File: config.mk
export PLATFORM = sky130hd
export DESIGN_NAME = fifo_burst_writer
export DESIGN_NICKNAME = d
export VERILOG_FILES = /design/src/rtl/fifo_burst_writer.sv
export SDC_FILE = /design/constraint.sdc
export NUM_CORES = 1
export LEC_CHECK = 0
export ABC_AREA = 1
export BUFFER_PORTS_ARGS = -buffer_cell sky130_fd_sc_hd__clkbuf_2
export CELL_PAD_IN_SITES_DETAIL_PLACEMENT = 0
export CELL_PAD_IN_SITES_GLOBAL_PLACEMENT = 1
export CORE_ASPECT_RATIO = 1.2
export CORE_MARGIN = 2
export CORE_UTILIZATION = 36
export CTS_CLUSTER_DIAMETER = 120
export CTS_CLUSTER_SIZE = 25
export DETAILED_ROUTE_END_ITERATION = 10
export PLACE_DENSITY_LB_ADDON = 0.25
export SYNTH_ARGS = -nofsm -noshare
export SYNTH_HDL_FRONTEND = slang
export SYNTH_SLANG_ARGS = --single-unit
File: constraint.sdc
create_clock -name clk -period 3.6 [get_ports clk]
set_input_delay 0.9 -clock clk [delete_from_list [all_inputs] [get_ports clk]]
set_output_delay 0.9 -clock clk [all_outputs]
set_load 0.02 [all_outputs]
File: src/rtl/fifo_burst_writer.sv
// fifo_burst_writer
//   Read-side drain stage for the camera-to-SDRAM asynchronous FIFO. Waits
//   until the FIFO holds a full burst, issues one write command, then streams
//   exactly BURST_LEN words from the first-word-fall-through head into the
//   SDRAM controller. Addresses are frame-relative and wrap at the end of each
//   frame, so the frame buffer fills linearly from BASE_ADDR.
//
// Ports
//   clk         single clock (FIFO read clock)
//   rst         synchronous active-high reset
//   fifo_empty  FIFO empty flag
//   fifo_count  FIFO occupancy (may under-report, never over-reports)
//   fifo_data   FIFO head word (FWFT)
//   fifo_read   pop request, combinational
//   frame_start one-cycle pulse, restarts addressing at BASE_ADDR
//   cmd_valid   write command valid
//   cmd_ready   controller accepts command
//   cmd_addr    burst start address
//   wr_valid    write data valid
//   wr_ready    controller accepts data beat
//   wr_data     write data (FIFO head)
//   busy        high while not idle (registered)
//   frame_done  one-cycle pulse after the last burst of a frame
module fifo_burst_writer #(
  parameter int unsigned DATA_WIDTH  = 16,
  parameter int unsigned COUNT_WIDTH = 10,
  parameter int unsigned ADDR_WIDTH  = 24,
  parameter int unsigned BURST_LEN   = 8,
  parameter int unsigned FRAME_WORDS = 76800,
  parameter int unsigned BASE_ADDR   = 0
) (
  input  logic                   clk,
  input  logic                   rst,
  input  logic                   fifo_empty,
  input  logic [COUNT_WIDTH-1:0] fifo_count,
  input  logic [DATA_WIDTH-1:0]  fifo_data,
  output logic                   fifo_read,
  input  logic                   frame_start,
  output logic                   cmd_valid,
  input  logic                   cmd_ready,
  output logic [ADDR_WIDTH-1:0]  cmd_addr,
  output logic                   wr_valid,
  input  logic                   wr_ready,
  output logic [DATA_WIDTH-1:0]  wr_data,
  output logic                   busy,
  output logic                   frame_done
);

  localparam int unsigned BEAT_WIDTH = $clog2(BURST_LEN);

  localparam logic [ADDR_WIDTH-1:0]  BASE        = ADDR_WIDTH'(BASE_ADDR);
  localparam logic [ADDR_WIDTH:0]    STEP        = (ADDR_WIDTH+1)'(BURST_LEN);
  localparam logic [ADDR_WIDTH:0]    END_ADDR    = (ADDR_WIDTH+1)'(BASE_ADDR)
                                                 + (ADDR_WIDTH+1)'(FRAME_WORDS);
  localparam logic [COUNT_WIDTH-1:0] BURST_COUNT = COUNT_WIDTH'(BURST_LEN);
  localparam logic [BEAT_WIDTH-1:0]  LAST_BEAT   = BEAT_WIDTH'(BURST_LEN - 1);
  localparam logic [BEAT_WIDTH-1:0]  BEAT_ONE    = BEAT_WIDTH'(1);

  typedef enum logic [1:0] {
    IDLE,
    CMD,
    DATA
  } state_t;

  state_t                  state_q, state_d;
  logic [ADDR_WIDTH-1:0]   addr_q, addr_d;
  logic                    pending_q, pending_d;
  logic [BEAT_WIDTH-1:0]   beat_q, beat_d;
  logic                    frame_done_q, frame_done_d;
  logic                    busy_q;

  logic                    wr_hs;
  logic [ADDR_WIDTH:0]     addr_sum;

  assign wr_hs    = (state_q == DATA) && !fifo_empty && wr_ready;
  // One extra bit so a frame ending exactly at 2^ADDR_WIDTH still compares.
  assign addr_sum = {1'b0, addr_q} + STEP;

  // State register
  always_ff @(posedge clk) begin
    if (rst) begin
      state_q      <= IDLE;
      addr_q       <= BASE;
      pending_q    <= 1'b0;
      beat_q       <= '0;
      frame_done_q <= 1'b0;
      busy_q       <= 1'b0;
    end else begin
      state_q      <= state_d;
      addr_q       <= addr_d;
      pending_q    <= pending_d;
      beat_q       <= beat_d;
      frame_done_q <= frame_done_d;
      busy_q       <= (state_d != IDLE);
    end
  end

  // Next-state and datapath update
  always_comb begin
    state_d      = state_q;
    addr_d       = addr_q;
    pending_d    = pending_q;
    beat_d       = beat_q;
    frame_done_d = 1'b0;

    case (state_q)
      IDLE: begin
        if (frame_start || pending_q) begin
          addr_d    = BASE;
          pending_d = 1'b0;
        end else if (fifo_count >= BURST_COUNT) begin
          state_d = CMD;
        end
      end

      CMD: begin
        if (frame_start) begin
          pending_d = 1'b1;
        end
        if (cmd_ready) begin
          beat_d  = '0;
          state_d = DATA;
        end
      end

      DATA: begin
        // A restart requested mid-burst waits for the next idle cycle so the
        // in-flight burst lands at the address it was commanded with.
        if (frame_start) begin
          pending_d = 1'b1;
        end
        if (wr_hs) begin
          beat_d = beat_q + BEAT_ONE;
          if (beat_q == LAST_BEAT) begin
            state_d = IDLE;
            if (addr_sum == END_ADDR) begin
              addr_d       = BASE;
              frame_done_d = 1'b1;
            end else begin
              addr_d = addr_sum[ADDR_WIDTH-1:0];
            end
          end
        end
      end

      default: begin
        state_d = IDLE;
      end
    endcase
  end

  // Outputs
  always_comb begin
    cmd_valid  = (state_q == CMD);
    cmd_addr   = addr_q;
    // Gated by rst so no word is popped in the cycle a reset is applied.
    wr_valid   = (state_q == DATA) && !fifo_empty && !rst;
    fifo_read  = (state_q == DATA) && !fifo_empty && !rst && wr_ready;
    wr_data    = fifo_data;
    busy       = busy_q;
    frame_done = frame_done_q;
  end

endmodule

== Word-level counts from Yosys, hierarchy flattened ==
Index checks and enable logic that the tools add are counted.

* Equal/unequal tests: 9
* Add/subtract/negate cells: 2
* Bitwise logic cells: 3
* Reduce and logical (&&, ||, !) cells: 17
* Muxes and demuxes: 18
* Magnitude comparators: 1

{| class="wikitable"
|+ Operators by type and width
! cell !! number
|-
| $mux 24 || 4
|-
| $pmux 24 s2 || 1
|-
| $add 24x4->25 const B || 1
|-
| $eq 25x17->1 const B || 1
|-
| $ge 10x4->1 const B || 1
|-
| $mux 2 || 5
|-
| $reduce_bool 2->1 || 4
|-
| $mux 3 || 2
|-
| $ne 2x1->1 const B || 3
|-
| $pmux 2 s3 || 1
|-
| $pmux 3 s2 || 1
|-
| $reduce_and 3->1 || 2
|-
| $logic_and 1x1->1 || 4
|-
| $ne 2x2->1 const B || 2
|-
| $reduce_and 4->1 || 1
|-
| $reduce_or 4->1 || 1
|-
| $add 3x1->3 const B || 1
|-
| $eq 3x3->1 const B || 1
|-
| $mux 1 || 3
|-
| $not 1->1 || 3
|-
| $eq 2x1->1 const B || 1
|-
| $eq 2x2->1 const B || 1
|-
| $logic_not 1->1 || 2
|-
| $logic_not 2->1 || 1
|-
| 3 further kinds || 3
|}

* Logic and storage cells: 56
* Bits of input ports: 32
* Bits in registers: 32
* Output and inout port bits: 45

== Longest topological paths before layout ==
* Word-level depth: 6
* Gate-level depth with buffers: 14
* Depth with buffers taken out: 14

== Least setup slack after synthesis ==
OpenSTA, ideal clock, no wires.

* Path type: input to output
* Start: input rst
* End: output wr_valid
* Slack: 1.117 ns
* Stages: 2
* Path buffers: 1
* Arrival: 1.583 ns
* Required time: 2.700 ns
* Cells stage by stage: clkbuf_1 > nor3_1

* Longest elaborated chain between the ends: 2

{| class="wikitable"
|+ RTL lines
! item !! RTL line !! source
|-
| start: declaration || 33 || <nowiki>input logic rst,</nowiki>
|-
| $logic_not 1->1 || 157 || <nowiki>wr_valid = (state_q == DATA) && !fifo_empty && !rst;</nowiki>
|-
| $logic_and 1x1->1 || 157 ||
|-
| end: declaration || 42 || <nowiki>output logic wr_valid,</nowiki>
|}

Every way passes these cells.

== Worst setup path in the final report ==
* Start: register state_q[0]
* End: output fifo_read

* Longest elaborated chain between the ends: 4

{| class="wikitable"
|+ RTL lines
! item !! RTL line !! source
|-
| start: declaration || 65 || <nowiki>state_t state_q, state_d;</nowiki>
|-
| start signal: assignment || 89 || <nowiki>state_q <= state_d;</nowiki>
|-
| $eq 2x2->1 || 158 || <nowiki>fifo_read = (state_q == DATA) && !fifo_empty && !rst && wr_ready;</nowiki>
|-
| $logic_and 1x1->1 (3 in a row) || 158 ||
|-
| end: declaration || 37 || <nowiki>output logic fifo_read,</nowiki>
|}

Every way passes these cells.

==> results_dict.tcl <==
set metrics [dict create \
    die_h_um 87.7 \
    initial_utilization_pct 37.3 \
    period_share_pct 68.6 \
    vias 2065 \
    min_period_ns 2.47 \
    critPathMostFrequentCell "nor2_1" \
    dp.cells 409 \
    power_density_nw_per_um2 290 \
    rsz0062_at_grt "false" \
    post_cts_buffers 0 \
    drc 0 \
    holdCritStartpoint "beat_q[2]" \
    rows 30 \
    startpoint "state_q[0]" \
    n_antenna_cell 0 \
    antenna_found_initial 0 \
    p_leak_nw 0.933 \
    finalPower_mw 0.671 \
    postCtsResizedCells 0 \
    cp_cell_sequence "inv_1 -> ha_1 -> inv_2 -> nor2_1 -> nand2_1 -> nor2_1 -> clkbuf_2" \
    antenna_left 0 \
    clock_sinks 29 \
    core_sq_um 5630 \
    crit_fanout 6 \
    dp_hpwl_mm 3.85 \
    drv_cap 0 \
    fin_tns_setup_ns 0 \
    mostFrequentLayoutCells "nand2_1, clkbuf_2, nor2_1" \
    ys_seq_area_share_pct 27.7 \
    p_seq_share_pct 49.3 \
    grt_pass1_vias 1899 \
    die_w_um 73.7 \
    dieArea_sq_um 6460 \
    worstPathRequired_ns 2.70 \
    cp_num_buf_inv 3 \
    clock_power_share_pct 39.3 \
    grt_usage_pct 17.3 \
    final_common_cell "nand2_1" \
    vdd_drop_max_uv 147 \
    finalWirelength_mm 5.13 \
    hold_buffers 0 \
    syn_area_sq_um 2100 \
    routed_via_density 4.95 \
    ys_types 32 \
    power.internal_mw 0.487 \
    insertion_delay_ns 0.28 \
    cts_tree "yes" \
    finClkSkew_ns 0.00510 \
    grt_max_degree 27 \
    root_buffer "clkbuf_8" \
    yosysWarningCount 0 \
    swShare_pct 27.5 \
    io_pins 77 \
    synth_seq_cells 29 \
    crit_slowest_cell "dfxtp_1" \
    clockBufferDepth 2 \
    hp-class "flop to flop" \
    hold_violations 0 \
    nNetsFinal 391 \
    path_class "flop to primary output" \
    cts_made_buffers 5 \
    htree_num_levels 2 \
    slew_headroom_pct 66.2 \
    crit_path_end_kind "primary output" \
    worst_setup_path_start_kind "flop" \
    grt_pass1_wl_mm 8.77 \
    area_growth_pct 10.2 \
    drt_iter0_markers 67 \
    setup_viol 0 \
    gp_congestion 0.827 \
    wl_per_cell_um 12.3 \
    r2r_start "state_q[0]" \
    dr.pass1.iters 4 \
    avgSynthCellArea_sq_um 6.42 \
    clkTransAtPathRegs_ns 0.07 \
    synth_cells 327 \
    finalMaxSlewViolations 0 \
    outcome "finished clean" \
    port_buffers 38 \
    fin_cells 417 \
    grt_overflow 0 \
    p_switching_mw 0.184 \
    crit_family "buffers and inverters" \
    worstPathArrival_ns 1.57 \
    fmax_mhz 405 \
    drive_gt1_share_pct 21.5 \
    cp_slowest_stage_delay_ns 0.34 \
    pwr-share-comb_pct 11.4 \
    worstMarginPinSlew_ns 0.507 \
]
-- sequential cells by signal (all words and copies together), names as in the netlist --
register    cells
cmd_addr       21
frame_done      1
state_q         2
busy            1
pending_q       1
beat_q          3
-- synth_stat cells --
library cell	count	area, sq um
a211o_1	1	8.76
a21oi_1	27	135
a31oi_1	1	6.26
a41oi_2	1	16.3
and2_1	1	6.26
buf_2	3	15.0
buf_4	19	143
clkbuf_1	3	11.3
conb_1	1	3.75
dfxtp_1	29	581
ha_1	7	87.6
inv_1	29	109
inv_2	3	11.3
nand2_1	101	379
nand2_2	6	37.5
nand2_4	3	33.8
nand3_1	18	90.1
nand3b_1	2	15.0
nand4_1	7	43.8
nor2_1	33	124
nor2_2	3	18.8
nor2_4	8	90.1
nor3_1	5	25.0
nor3_2	1	10.0
nor3b_2	1	12.5
o211a_1	1	10.0
o21ai_0	6	30.0
o21ai_1	2	10.0
or2_2	2	12.5
or3_1	1	6.26
xnor2_1	1	8.76
xor2_1	1	8.76
-- cell type report --
cell class | instances | area, sq um
inverters | 32 | 120
well taps | 64 | 80.1
fillers | 638 | 3320
flip-flops and latches | 29 | 581
repair buffers | 41 | 213
multi-input cells | 243 | 1240
clock inverters | 2 | 10.0
clock buffers | 6 | 72.6
-- through the flow --
step	worst slack (ns)	area (sq um)	utilization (%)	hold WS (ns)
floorplan	1.12	2110	-	0.448
global placement	1.08	2230	39.6	0.460
detailed placement	1.07	2230	39.6	0.464
CTS	1.12	2310	41.1	0.474
global route	0.977	2310	41.1	0.484
finish	1.13	2310	41.1	0.469
-- power groups by stage --
stage               sequential (mW)  combinational, mW  clock [mW]
CTS                           0.331             0.0781       0.280
detailed placement            0.338             0.0777           0
floorplan                     0.340             0.0808           0
global route                  0.332             0.0871       0.293
global placement              0.338             0.0772           0
finish                        0.331             0.0762       0.264
-- worst paths after layout --
| kind | slack [ns] | depth (start not counted) | to |
|---|---|---|---|
| worst max register to register | 1.30 | 12 | cmd_addr[16] |
| worst min-delay path | 0.47 | 2 | beat_q[2] |
| worst max-delay path | 1.13 | 7 | fifo_read |
| worst min register to register | 0.47 | 2 | beat_q[2] |
-- tightest hold or removal path, stage by stage, from the launching register on --
cell     delay (ns)
dfxtp_1        0.31
nand2_1        0.06
a21oi_1        0.05
-- layer usage --
| metal | vias to the layer above | part of all wire [%] | track usage, % |
|---|---|---|---|
| met1 | 934 | 46 | 21.5 |
| met4 | 0 | 2.4 | 6.94 |
| met5 | - | 0 | 0 |
| met2 | 47 | 48 | 29.1 |
| li1 | 1074 | - | - |
| met3 | 10 | 3.7 | 3.34 |
-- cell families after synthesis --
kind of cell	synth area share, %
flip-flops	27.7
XOR/XNOR	0.834
buffers and inverters	13.8
adder cells (fa/ha/maj)	4.17
AND/OR/NAND/NOR	43.1
AO/OA/AOI/OAI	10.3
other	0.179
(Power assumes the default switching activity.)
